**config.mk**
```make
export PLATFORM = sky130hd
export DESIGN_NAME = alu_ctrl_issue
export DESIGN_NICKNAME = d
export VERILOG_FILES = /design/src/rtl/alu_ctrl_issue.sv
export SDC_FILE = /design/constraint.sdc
export NUM_CORES = 1
export LEC_CHECK = 0
export ABC_AREA = 1
export CAP_MARGIN = 20
export CORE_MARGIN = 2
export CORE_UTILIZATION = 34
export DETAILED_ROUTE_END_ITERATION = 10
export GPL_TIMING_DRIVEN = 0
export MAX_ROUTING_LAYER = met4
export PLACE_DENSITY_LB_ADDON = 0.15
export SLEW_MARGIN = 20
export SYNTH_ARGS = -nofsm -noshare
export SYNTH_HDL_FRONTEND = slang
export SYNTH_SLANG_ARGS = --single-unit
```
**constraint.sdc**
```tcl
create_clock -name clk -period 1.3 [get_ports clk]
set_clock_uncertainty 0.2 [all_clocks]
set_input_delay 0.13 -clock clk [delete_from_list [all_inputs] [get_ports clk]]
set_output_delay 0.13 -clock clk [all_outputs]
set_load 0.05 [all_outputs]
```
**src/rtl/alu_ctrl_issue.sv**
```systemverilog
// Execute-stage issue register: decodes ALUOp/funct into the ALU control code
// and registers the operands behind a one-entry valid/ready pipeline slot.
module alu_ctrl_issue #(
    parameter int         DATA_W       = 32,
    parameter logic [3:0] ILLEGAL_CTRL = 4'b1111
) (
    input  logic              clk,
    input  logic              rst_n,
    input  logic              in_valid,
    output logic              in_ready,
    input  logic [1:0]        alu_op,
    input  logic [5:0]        funct,
    input  logic [DATA_W-1:0] rs_data,
    input  logic [DATA_W-1:0] rt_data,
    input  logic [DATA_W-1:0] imm_ext,
    input  logic              alu_src,
    input  logic              flush,
    input  logic              out_ready,
    output logic              out_valid,
    output logic [DATA_W-1:0] op_1,
    output logic [DATA_W-1:0] op_2,
    output logic [3:0]        alu_ctrl,
    output logic              ovf_trap_en,
    output logic              illegal_instr
);

    logic              valid_q, valid_d;
    logic [DATA_W-1:0] op1_q, op2_q;
    logic [3:0]        ctrl_q, ctrl_d;
    logic              ovf_q, ovf_d;
    logic              ill_q, ill_d;
    logic              accept;

    assign in_ready = !valid_q || out_ready;
    assign accept   = in_valid && in_ready && !flush;

    // funct is only looked at for R-type, so X on it cannot leak otherwise
    always_comb begin
        ctrl_d = 4'b0010;
        ovf_d  = 1'b0;
        ill_d  = 1'b0;
        unique case (alu_op)
            2'b00: ctrl_d = 4'b0010;
            2'b01: ctrl_d = 4'b0110;
            2'b11: ctrl_d = 4'b0001;
            2'b10: begin
                case (funct)
                    6'h20: begin
                        ctrl_d = 4'b0010;
                        ovf_d  = 1'b1;
                    end
                    6'h21: ctrl_d = 4'b0010;
                    6'h22: begin
                        ctrl_d = 4'b0110;
                        ovf_d  = 1'b1;
                    end
                    6'h23: ctrl_d = 4'b0110;
                    6'h24: ctrl_d = 4'b0000;
                    6'h25: ctrl_d = 4'b0001;
                    6'h27: ctrl_d = 4'b1100;
                    6'h2A: ctrl_d = 4'b0111;
                    default: begin
                        ctrl_d = ILLEGAL_CTRL;
                        ill_d  = 1'b1;
                    end
                endcase
            end
            default: ctrl_d = 4'b0010;
        endcase
    end

    always_comb begin
        valid_d = 1'b0;
        if (!flush) begin
            valid_d = accept || (valid_q && !out_ready);
        end
    end

    always_ff @(posedge clk or negedge rst_n) begin
        if (!rst_n) begin
            valid_q <= 1'b0;
            op1_q   <= '0;
            op2_q   <= '0;
            ctrl_q  <= 4'b0000;
            ovf_q   <= 1'b0;
            ill_q   <= 1'b0;
        end else begin
            valid_q <= valid_d;
            if (accept) begin
                op1_q  <= rs_data;
                op2_q  <= alu_src ? imm_ext : rt_data;
                ctrl_q <= ctrl_d;
                ovf_q  <= ovf_d;
                ill_q  <= ill_d;
            end
        end
    end

    assign out_valid     = valid_q;
    assign op_1          = op1_q;
    assign op_2          = op2_q;
    assign alu_ctrl      = ctrl_q;
    assign ovf_trap_en   = ovf_q;
    assign illegal_instr = ill_q;

endmodule

```
-- Word level (Yosys, flattened, before mapping)
Index checks and enable logic that the tools add are counted.
- register bits: 71
- input port bits: 110
- eq/ne operators: 11
- multiplexer cells: 8
- reduce and logical (&&, ||, !) cells: 13
- operator list (cell ; count):
    equality test 6 bit, second input constant ; 8
    two-way mux 32 bit ; 1
    case mux 4 bit (6 select lines) ; 1
    case mux 4 bit (4 select lines) ; 1
    OR reduction 8 bit ; 1
    OR reduction 2 bit ; 3
    two-way mux 1 bit ; 5
    equality test 2 bit, second input constant ; 2
    logical AND 1 bit ; 3
    zero test 1 bit ; 3
    equality test 2 x 1 -> 1 bit, second input constant ; 1
    zero test 2 bit ; 1
    logical OR 1 bit ; 2

-- Depth between registers and ports, before layout
Gate-level depths: netlist of run 1.
- depth after elaboration: 6
- depth in mapped cells: 8
- gate-level depth less buffers: 8

-- Worst setup path after synthesis of run 1
No wires, ideal clock.
- path type: reg2reg
- start: reg valid_q (netlist: out_valid)
- end: reg op1_q[0] (netlist: op_1[0])
- setup time: 0.118 ns
- data arrival time: 1.527 ns
- data required time: 0.982 ns
- path slack: -0.544 ns
- stages on the path, launching flop included: 8
- path buffers: 2
- cell sequence: dfrtp_1 -> nand2_2 -> nand2_2 -> inv_2 -> buf_6 -> buf_6 -> nand2_1 -> nand2_1
- longest elaborated chain between the ends: 4
- RTL lines (item ; RTL line ; text):
    start: declaration ; 27 ; logic valid_q, valid_d;
    start signal: assignment ; 88 ; valid_q <= valid_d;
    zero test 1 bit ; 34 ; assign in_ready = !valid_q || out_ready;
    logical OR 1 bit ; 34 ;
    via in_ready ; 10 ; output logic in_ready,
    logical AND 1 bit (2 in series) ; 35 ; assign accept = in_valid && in_ready && !flush;
    end signal: assignment ; 90 ; op1_q <= rs_data;
    end: declaration ; 28 ; logic [DATA_W-1:0] op1_q, op2_q;
The timed path passes the listed nets, and every way through them passes these cells.
A chain may end at the register's enable or synchronous reset.

-- Final worst setup path of run 1
- start: reg valid_q (netlist: out_valid)
- end: out in_ready
- longest elaborated chain between the ends: 2
- RTL lines (item ; RTL line):
    zero test 1 bit ; 34
    logical OR 1 bit ; 34
    end: declaration ; 10
No other way between the ends.

==> results of run 1 <==
-- repair_timing --
item | CTS | global route
buffers inserted | 2 | 1
hold buffers | 3 | 0
hold endpoints to repair | 73 | 0
setup endpoints to repair | 141 | 117
resized for setup | 398 | 79
gates cloned | 0 | 2
pin swaps | 0 | 2
-- per-layer routing --
layer,track usage [%],up-vias
li1,-,1586
met2,31.1,134
met5,-,-
met1,25.3,1439
met4,6.01,0
met3,4.57,7
-- Yosys cell counts, types with 3 or more instances --
library cell / instances
nand2_1: 175
nor2_1: 42
buf_2: 10
nand3_1: 9
a31oi_1: 32
buf_6: 3
inv_1: 11
dfrtp_1: 71
buf_4: 6
-- kinds of logic after synthesis --
group           count (synthesis)
flops                          71
compound gates                 38
simple gates                  231
buf+inv                        34
-- registers in the layout (all words and copies together) (netlist names) --
register / count
op_1: 32
alu_ctrl: 4
illegal_instr: 1
op_2: 32
out_valid: 1
ovf_trap_en: 1
-- layout by cell type, fill, tap and decap left out, types with 3 or more instances in the layout --
master and n:
nand2_1 169, clkdlybuf4s50_1 107, dfrtp_1 70, nor2_1 40, clkbuf_4 37, buf_4 37, a31oi_1 31, clkbuf_8 11
inv_1 10, buf_2 8, nand3_1 8, buf_8 6, buf_6 6, nand2_2 6, nor2_2 3, dlygate4sd3_1 3
-- stage by stage --
| step | power [mW] | util [%] | std cells | setup TNS [ns] | setup WS [ns] |
|---|---|---|---|---|---|
| 6_report | 7.51 | 60.9 | 687 | -2.97 | -0.105 |
| 3_3_place_gp | 5.60 | 57.6 | 662 | -220.22 | -2.88 |
| 2_1_floorplan | 4.42 | - | 374 | -12.07 | -0.212 |
| 4_1_cts | 7.43 | 58.2 | 684 | -3.38 | -0.105 |
| 3_5_place_dp | 5.65 | 57.9 | 663 | -36.14 | -0.589 |
| 5_1_grt | 7.89 | 60.9 | 687 | -7.21 | -0.144 |
-- power groups by stage --
stage / registers, mW / clock network, mW / logic [mW]
2_1_floorplan: 3.94 / 0 / 0.474
3_3_place_gp: 2.75 / 0 / 2.86
3_5_place_dp: 2.76 / 0 / 2.89
4_1_cts: 2.72 / 2.04 / 2.68
5_1_grt: 2.77 / 2.14 / 2.97
6_report: 2.73 / 1.98 / 2.81
-- path summary, 6_finish.rpt --
| check | cells past startpoint | slack (ns) | startpoint | endpoint |
|---|---|---|---|---|
| setup reg to reg | 7 | -0.09 | out_valid | op_1[29] |
| hold reg to reg | 2 | 0.28 | op_1[27] | op_1[27] |
| setup / recovery | 2 | -0.11 | out_valid | in_ready |
| min in group clk | 4 | 0.09 | alu_src | op_2[7] |
| hold / removal | 2 | 0.06 | rst_n | op_1[24] |
| max in group asynchronous | 3 | 0.30 | rst_n | op_2[13] |
-- critical path: cells and delay by family, from the launching register on --
family	cells	cell delay, ns
DFF	1	0.45
and+or+nand+nor	1	0.10
buffers and inverters	1	0.20
-- area by class of cell --
type / instances / area [um2] / area share (%)
Sequential cell: 71 / 1780 / 33.3
Timing Repair Buffer: 188 / 1730 / 32.4
Multi-Input combinational cell: 269 / 1190 / 22.3
Buffer: 21 / 206 / 3.87
Clock buffer: 11 / 151 / 2.84
Tap cell: 108 / 135 / 2.53
Clock inverter: 5 / 80.1 / 1.50
Inverter: 13 / 61.3 / 1.15
Timing Repair inverter: 1 / 8.76 / 0.164
==> impl_metrics.env, run 1 <==
export IMPL_synth_top_family_by_area="simple AND/OR/NAND/NOR gates"
export IMPL_intPower_mw=4.71
export IMPL_ys_types=17
export IMPL_slew_headroom_pct=67.3
export IMPL_ys_top_cells_by_area="dfrtp_1 58%, nand2_1 21%, a31oi_1 6.5%"
export IMPL_crit_type="reg2out"
export IMPL_wl_met1_um=4100
export IMPL_yosysWarnings=0
export IMPL_cts_max_path_buffers=2
export IMPL_vdd_drop_max_mv=0.796
export IMPL_grt_max_degree=45
export IMPL_leakage_nw=2.56
export IMPL_rsz0062_at_grt="true"
export IMPL_syn_nets=484
export IMPL_synth_largest_area_cell="dfrtp_1"
export IMPL_fmax_mhz=712
export IMPL_start_util_pct=35.2
export IMPL_switching_share_pct=37.4
export IMPL_status="finished with violations"
export IMPL_placed_cell_area_mm2=0.00507
export IMPL_crit_path_top_delay_cell="dfrtp_2"
export IMPL_design_area_mm2=0.00534
export IMPL_worst_slew_pin_slew_ns=0.490
export IMPL_synth_ff_latch_count=71
export IMPL_root_buffer="clkbuf_8"
export IMPL_whs_ns=0.0588
export IMPL_path_clk_slew_ns=0.08
export IMPL_gr_total_overflow=0
export IMPL_clkPwrFrac_pct=26.4
export IMPL_cp_data_arrival_time_ns=1.08
export IMPL_synth_edff_count=0
export IMPL_cpPeakStageDelay_ns=0.45
export IMPL_synthXorXnorAreaFrac_pct=0
export IMPL_wl_met3_um=757
export IMPL_async_flop_share_pct=100
export IMPL_synth_area_mm2=0.00309
export IMPL_ant_nets=0
export IMPL_yosys_area_top_type_share_pct=57.5
export IMPL_synth_ff_type="dfrtp_1"
export IMPL_grt_pass1_vias=3196
export IMPL_slew_viol_final=0
export IMPL_clock_sinks=71
export IMPL_remaining_drc_errors=0
export IMPL_synthCells=374
export IMPL_post_drt_via_cell_ratio=4.61
export IMPL_hold_violations=0
export IMPL_cts_tree="done"
export IMPL_dr_wl_met2_um=4440
export IMPL_period_minus_slack_ns=1.41
export IMPL_initialDrtViolationCount=83
export IMPL_die_width_um=99.3
export IMPL_io_pin_count=182
export IMPL_layout_drive_gt1_share_pct=22.8
export IMPL_diodes=0
export IMPL_dr_max_layer_used="met4"
export IMPL_first_pass_iters=4
export IMPL_cts_buffers=9
export IMPL_grtUsageTotal_pct=19.7
export IMPL_cts_htree_levels=3
export IMPL_syn_to_final_growth_pct=72.9
export IMPL_chipHeight_um=99.3
export IMPL_endpoint_kind="output pin"
export IMPL_synth_fa_ha_area_share_pct=0
export IMPL_clk_latency_ns=0.33
export IMPL_setup_violations=63
export IMPL_hp_class="in2async"
export IMPL_switchingPower_mw=2.81
export IMPL_seqPwrFrac_pct=36.3
export IMPL_worstPathCellList="nand2_8 > buf_4"
export IMPL_path_max_fanout=3
export IMPL_yosys_area_share_simple_pct=28.8
export IMPL_setup_slack_ns=-0.105
export IMPL_wl_per_cell_um=13.7
export IMPL_fill_cells=820
export IMPL_antenna_found_initial=0
export IMPL_cp_required_ns=0.97
export IMPL_yosysSeqAreaShare_pct=57.5
export IMPL_synthMuxAreaShare_pct=0
export IMPL_hpwl_um=7090
export IMPL_combPwrFrac_pct=37.4
export IMPL_gp_congestion=0.846
export IMPL_finalNetCount=684
export IMPL_p_per_area_mw_per_mm2=1410
export IMPL_synth_compound_area_share_pct=7.62
export IMPL_coreArea_mm2=0.00876
export IMPL_drv_cap=0
export IMPL_grt_pass1_wl_um=15100
export IMPL_violations="setup timing"
export IMPL_syn_area_per_cell_um2=8.26
export IMPL_vias=3166
export IMPL_start_kind="flop"
export IMPL_die_area_mm2=0.00986
export IMPL_rows=34
export IMPL_port_buffers=180
export IMPL_finalCritPeriodShare_pct=108
export IMPL_drt_total_wl_um=9400
No activity file was read; power rests on OpenSTA's default activity.
==> inputs of run 2 (changes only) <==
--- a/config.mk
+++ b/config.mk
@@ -5,13 +5,11 @@
 export SDC_FILE = /design/constraint.sdc
 export NUM_CORES = 1
 export LEC_CHECK = 0
-export ABC_AREA = 1
 export CAP_MARGIN = 20
 export CORE_MARGIN = 2
 export CORE_UTILIZATION = 34
 export DETAILED_ROUTE_END_ITERATION = 10
 export GPL_TIMING_DRIVEN = 0
-export MAX_ROUTING_LAYER = met4
 export PLACE_DENSITY_LB_ADDON = 0.15
 export SLEW_MARGIN = 20
 export SYNTH_ARGS = -nofsm -noshare
==> run 2 against run 1 <==
The run still ends with setup timing left; fmax down 8.8%; hold slack better by 0.013 ns; total power up 2.8%; die area up 0.78%; combinational power up 7.1%; synthesized cell count down 34%; highest routed layer unchanged.
==> impl_metrics.env, run 2 <==
export IMPL_status="finished with violations"
export IMPL_violations="setup timing"
export IMPL_clkPwrFrac_pct=25.4
export IMPL_switching_share_pct=37.5
export IMPL_most_common_layout_cells="104 x clkdlybuf4s50_1, 70 x dfrtp_1, 46 x a21oi_1"
export IMPL_port_buffers=180
export IMPL_vias=2694
export IMPL_placed_cell_area_mm2=0.00516
export IMPL_final_common_cell="clkdlybuf4s50_1"
export IMPL_cts_buffers=9
export IMPL_synth_area_mm2=0.00311
export IMPL_synth_ff_latch_count=71
export IMPL_drv_cap=0
export IMPL_clock_sinks=71
export IMPL_grt_pass1_vias=2712
export IMPL_slew_headroom_pct=70.5
export IMPL_hpwl_um=6660
export IMPL_die_width_um=99.7
export IMPL_root_buffer="clkbuf_8"
export IMPL_wl_met3_um=584
export IMPL_rsz0062_at_grt="true"
export IMPL_syn_nets=357
export IMPL_vdd_drop_max_mv=0.795
export IMPL_dr_wl_met2_um=4620
export IMPL_ys_types=26
export IMPL_grtUsageTotal_pct=17.7
export IMPL_fill_cells=782
export IMPL_hp_class="in2reg"
export IMPL_period_minus_slack_ns=1.54
export IMPL_ant_nets=0
export IMPL_synthCells=247
export IMPL_post_synth_top_count_cell="dfrtp_1"
export IMPL_start_kind="flop"
export IMPL_finalSetupTns_ns=-11.90
export IMPL_path_max_fanout=9
export IMPL_cts_tree="done"
export IMPL_cp_data_arrival_time_ns=1.55
export IMPL_synth_largest_area_cell="dfrtp_1"
export IMPL_p_per_area_mw_per_mm2=1430
export IMPL_slew_viol_final=0
export IMPL_initialDrtViolationCount=88
export IMPL_start_util_pct=35.4
export IMPL_cp_required_ns=1.31
export IMPL_synth_ff_type="dfrtp_1"
export IMPL_syn_area_per_cell_um2=12.6
export IMPL_io_pin_count=182
export IMPL_syn_to_final_growth_pct=73.0
export IMPL_setup_slack_ns=-0.242
export IMPL_seqPwrFrac_pct=35.6
export IMPL_gp_congestion=0.710
export IMPL_yosys_area_top_type_share_pct=57.1
export IMPL_post_drt_via_cell_ratio=4.80
export IMPL_die_area_mm2=0.00994
export IMPL_finalPower_mw=7.72
export IMPL_drt_total_wl_um=8800
export IMPL_leakage_nw=2.40
export IMPL_first_pass_iters=4
export IMPL_switchingPower_mw=2.89
export IMPL_endpoint_kind="flop"
export IMPL_finalNetCount=558
export IMPL_antenna_found_initial=0
export IMPL_finalCritPeriodShare_pct=119
export IMPL_wl_per_cell_um=15.7
export IMPL_grt_pass1_wl_um=13800
export IMPL_grt_max_degree=39
export IMPL_fmax_mhz=649
export IMPL_layout_drive_gt1_share_pct=38.2
export IMPL_synth_edff_count=0
export IMPL_combPwrFrac_pct=39.0
export IMPL_coreArea_mm2=0.00881
export IMPL_worst_slew_pin_slew_ns=0.443
export IMPL_yosys_top_cells_count="71 x dfrtp_1, 66 x a21oi_1, 32 x mux2i_1, 29 x mux2_2, 7 x clkbuf_1"
export IMPL_dr_max_layer_used="met4"
export IMPL_yosysSeqAreaShare_pct=57.1
export IMPL_rows=34
export IMPL_ys_top_cells_by_area="dfrtp_1 57%, a21oi_1 11%, mux2_2 10%"
export IMPL_clk_latency_ns=0.33
export IMPL_design_area_mm2=0.00539
export IMPL_remaining_drc_errors=0
export IMPL_async_flop_share_pct=100
export IMPL_crit_type="reg2reg"
export IMPL_cts_max_path_buffers=2
export IMPL_yosysWarnings=0
export IMPL_gr_total_overflow=0
export IMPL_cts_htree_levels=3
export IMPL_path_clk_slew_ns=0.08
export IMPL_intPower_mw=4.83
export IMPL_diodes=0
export IMPL_setup_violations=68
export IMPL_chipHeight_um=99.7
export IMPL_wl_met1_um=3510
export IMPL_hold_violations=0
==> run 2: critical path: stages (launching register included) <==
cell      delay (ns)
dfrtp_2         0.43
nand2b_4        0.08
and2_4          0.16
buf_8           0.12
buf_12          0.13
mux2_4          0.30
==> run 2: cell families after synthesis <==
family | synth area share, %
compound gates | 13.5
buf+inv | 4.26
simple gates | 2.69
flops | 57.1
xor+xnor | 0.281
mux | 22.2
==> run 2: through the flow <==
stage | std cells | utilization [%] | setup slack [ns] | hold WS [ns]
3_3_place_gp | 535 | 58.4 | -2.86 | 0.280
6_report | 561 | 61.2 | -0.242 | 0.0722
5_1_grt | 561 | 61.2 | -0.281 | 0.0893
3_5_place_dp | 536 | 58.6 | -0.789 | -0.0905
4_1_cts | 560 | 59.2 | -0.255 | 0.0796
2_1_floorplan | 247 | - | -0.351 | -0.366
==> run 2: worst paths after layout <==
kind	from	to	slack, ns	cells past startpoint
setup / recovery	out_valid	op_1[29]	-0.24	5
hold / removal	funct[1]	alu_ctrl[3]	0.07	3
setup reg to reg	out_valid	op_1[29]	-0.24	5
hold reg to reg	ovf_trap_en	ovf_trap_en	0.30	1
max in group asynchronous	rst_n	op_2[31]	0.25	3
min in group asynchronous	rst_n	op_1[1]	0.08	2
==> run 2: metal layers <==
metal | vias up | GRT usage, %
met2 | 86 | 30.8
li1 | 1298 | -
met4 | 0 | 5.37
met5 | - | 0
met1 | 1303 | 21.7
met3 | 7 | 4.22
==> run 2: power groups by stage <==
stage	combinational [mW]	sequential (mW)	clock (mW)
2_1_floorplan	0.574	4.06	0
3_3_place_gp	3.09	2.77	0
3_5_place_dp	3.12	2.79	0
4_1_cts	2.89	2.74	2.01
5_1_grt	3.15	2.79	2.11
6_report	3.01	2.75	1.96
==> run 2: timing repair <==
action                                 in CTS  in global routing
cloned                                      0                  0
setup endpoints to repair                 139                128
hold buffers                                1                  2
pin swaps                                   2                  1
endpoints found under the hold margin      71                  1
setup buffers                               7                  0
resized for setup                         398                 75
==> run 2: area by class of cell <==
class | instances | area [um2] | share of cell area [%]
sequential | 71 | 1780 | 33.0
multi-input combinational | 156 | 1350 | 25.0
inverter | 1 | 3.75 | 0.0697
buffer | 18 | 158 | 2.93
tap | 108 | 135 | 2.51
timing repair buffer | 191 | 1740 | 32.4
clock inverter | 5 | 81.3 | 1.51
clock buffer | 11 | 141 | 2.62
==> inputs of run 3 (changes only) <==
--- a/config.mk
+++ b/config.mk
@@ -6,7 +6,8 @@
 export NUM_CORES = 1
 export LEC_CHECK = 0
 export CAP_MARGIN = 20
-export CORE_MARGIN = 2
+export CORE_ASPECT_RATIO = 1.1
+export CORE_MARGIN = 10
 export CORE_UTILIZATION = 34
 export DETAILED_ROUTE_END_ITERATION = 10
 export GPL_TIMING_DRIVEN = 0
==> run 3 against run 2 <==
The flow finishes with violations (hold timing, setup timing); global-route usage is 2.6 points lower; flip-flop and latch count stayed put; non-clock buffer count is 4 higher.
==> impl_metrics.env, run 3 (same netlist as run 2, synthesis figures left out) <==
export IMPL_status="finished with violations"
export IMPL_violations="hold timing, setup timing"
export IMPL_cts_tree="done"
export IMPL_syn_to_final_growth_pct=80.5
export IMPL_cp_data_arrival_time_ns=1.60
export IMPL_drt_total_wl_um=10500
export IMPL_clock_sinks=71
export IMPL_finalNetCount=562
export IMPL_gr_total_overflow=0
export IMPL_period_minus_slack_ns=1.56
export IMPL_final_common_cell="clkdlybuf4s50_1"
export IMPL_fmax_mhz=639
export IMPL_io_pin_count=182
export IMPL_finalSetupTns_ns=-12.48
export IMPL_setup_slack_ns=-0.264
export IMPL_hp_class="in2reg"
export IMPL_wl_per_cell_um=18.4
export IMPL_antenna_found_initial=0
export IMPL_pre_cts_ws_ns=-0.795
export IMPL_rows=36
export IMPL_cts_htree_levels=3
export IMPL_placed_cell_area_mm2=0.00517
export IMPL_stdcell_count=571
export IMPL_cts_max_path_buffers=2
export IMPL_start_kind="flop"
export IMPL_first_pass_iters=4
export IMPL_path_clk_slew_ns=0.08
export IMPL_drv_cap=0
export IMPL_leakage_nw=2.47
export IMPL_endpoint_kind="flop"
export IMPL_switching_share_pct=37.9
export IMPL_slew_viol_final=0
export IMPL_gp_congestion=0.745
export IMPL_hold_violations=1
export IMPL_design_area_mm2=0.00562
export IMPL_post_drt_via_cell_ratio=4.77
export IMPL_remaining_drc_errors=0
export IMPL_clkPwrFrac_pct=24.7
export IMPL_switchingPower_mw=3.00
export IMPL_dp_cells=542
export IMPL_layout_drive_gt1_share_pct=40.3
export IMPL_path_max_fanout=4
export IMPL_die_width_um=111
export IMPL_fill_cells=775
export IMPL_initialDrtViolationCount=56
export IMPL_cp_required_ns=1.33
export IMPL_cts_buffers=9
export IMPL_clk_latency_ns=0.33
export IMPL_rsz0062_at_grt="true"
export IMPL_vdd_drop_max_mv=0.791
export IMPL_grt_max_degree=38
export IMPL_chipHeight_um=120
export IMPL_port_buffers=180
export IMPL_grtUsageTotal_pct=15.1
export IMPL_grt_pass1_wl_um=16400
export IMPL_grt_pass1_vias=3083
export IMPL_diodes=0
export IMPL_crit_type="reg2reg"
export IMPL_finalPower_mw=7.90
export IMPL_slew_headroom_pct=67.4
export IMPL_vias=2723
export IMPL_root_buffer="clkbuf_8"
export IMPL_die_area_mm2=0.0134
export IMPL_fin_util_pct=63.0
export IMPL_start_util_pct=34.9
export IMPL_most_common_layout_cells="103 x clkdlybuf4s50_1, 70 x dfrtp_1, 59 x buf_4"
export IMPL_setup_violations=67
export IMPL_combPwrFrac_pct=40.3
export IMPL_hpwl_um=8080
export IMPL_intPower_mw=4.91
export IMPL_p_per_area_mw_per_mm2=1410
export IMPL_seqPwrFrac_pct=35.0
export IMPL_finalCritPeriodShare_pct=120
export IMPL_whs_ns=-0.0110
export IMPL_worst_slew_pin_slew_ns=0.490
export IMPL_ant_nets=0
export IMPL_coreArea_mm2=0.00892
## run 3: changes by cell type in the layout (fill, tap and decap cells not counted), moves of 2 or more
cell | previous run | this run
dlygate4sd2_1 | 0 | 2
clkbuf_4 | 45 | 7
buf_2 | 7 | 3
buf_6 | 5 | 15
mux2_2 | 20 | 22
clkbuf_16 | 0 | 2
a21oi_1 | 46 | 36
a21oi_2 | 20 | 30
buf_8 | 2 | 0
buf_12 | 3 | 10
mux2_4 | 12 | 10
buf_4 | 32 | 59
## run 3: critical path: stages (launching register included)
cell       delay (ns)
dfrtp_2          0.43
nand2b_4         0.08
and2_4           0.17
buf_12           0.13
clkbuf_16        0.14
mux2_2           0.32
## run 3: what timing repair did
action                                  4_1_cts  5_1_grt
endpoints found under the hold margin        72        0
endpoints found under the setup margin      138      101
gates cloned                                  2        2
pin swaps                                     2        4
resized for setup                           448       58
setup buffers                                 7        1
hold buffers                                  3        0
## run 3: cell type report
cell class	count	area [um2]	area share, %
clock buffers	10	128	2.27
well taps	114	143	2.54
plain buffers	18	194	3.45
flip-flops and latches	71	1780	31.6
repair buffers	195	1910	34.0
clock inverters	6	93.8	1.67
multi-input cells	156	1370	24.3
inverters	1	3.75	0.0668
## run 3: layer usage
metal  vias to the layer above  global-route usage, %  wire, um  part of all wire (%)
met5                         -                      0         0                     0
met4                         0                   4.10        61                  0.58
met3                         2                   4.95       595                   5.7
met2                        91                   27.8      5740                    55
met1                      1325                   16.1      4080                    39
li1                       1305                      -         -                     -
## run 3: worst paths after layout
kind	start	endpoint	slack, ns	depth (start not counted)
max in group asynchronous	rst_n	out_valid	0.25	3
worst max register to register	out_valid	op_1[3]	-0.26	5
min in group asynchronous	rst_n	op_1[3]	0.08	2
worst min-delay path	funct[0]	ovf_trap_en	-0.01	4
worst min register to register	op_1[23]	op_1[23]	0.31	1
worst max-delay path	out_valid	op_1[3]	-0.26	5
## run 3: power by group through the flow
stage	clock [mW]	sequential [mW]	combinational [mW]
detailed placement	0	2.79	3.15
global route	2.11	2.82	3.34
CTS	2.00	2.76	3.09
global placement	0	2.77	3.13
finish	1.95	2.77	3.18
floorplan	0	4.06	0.574
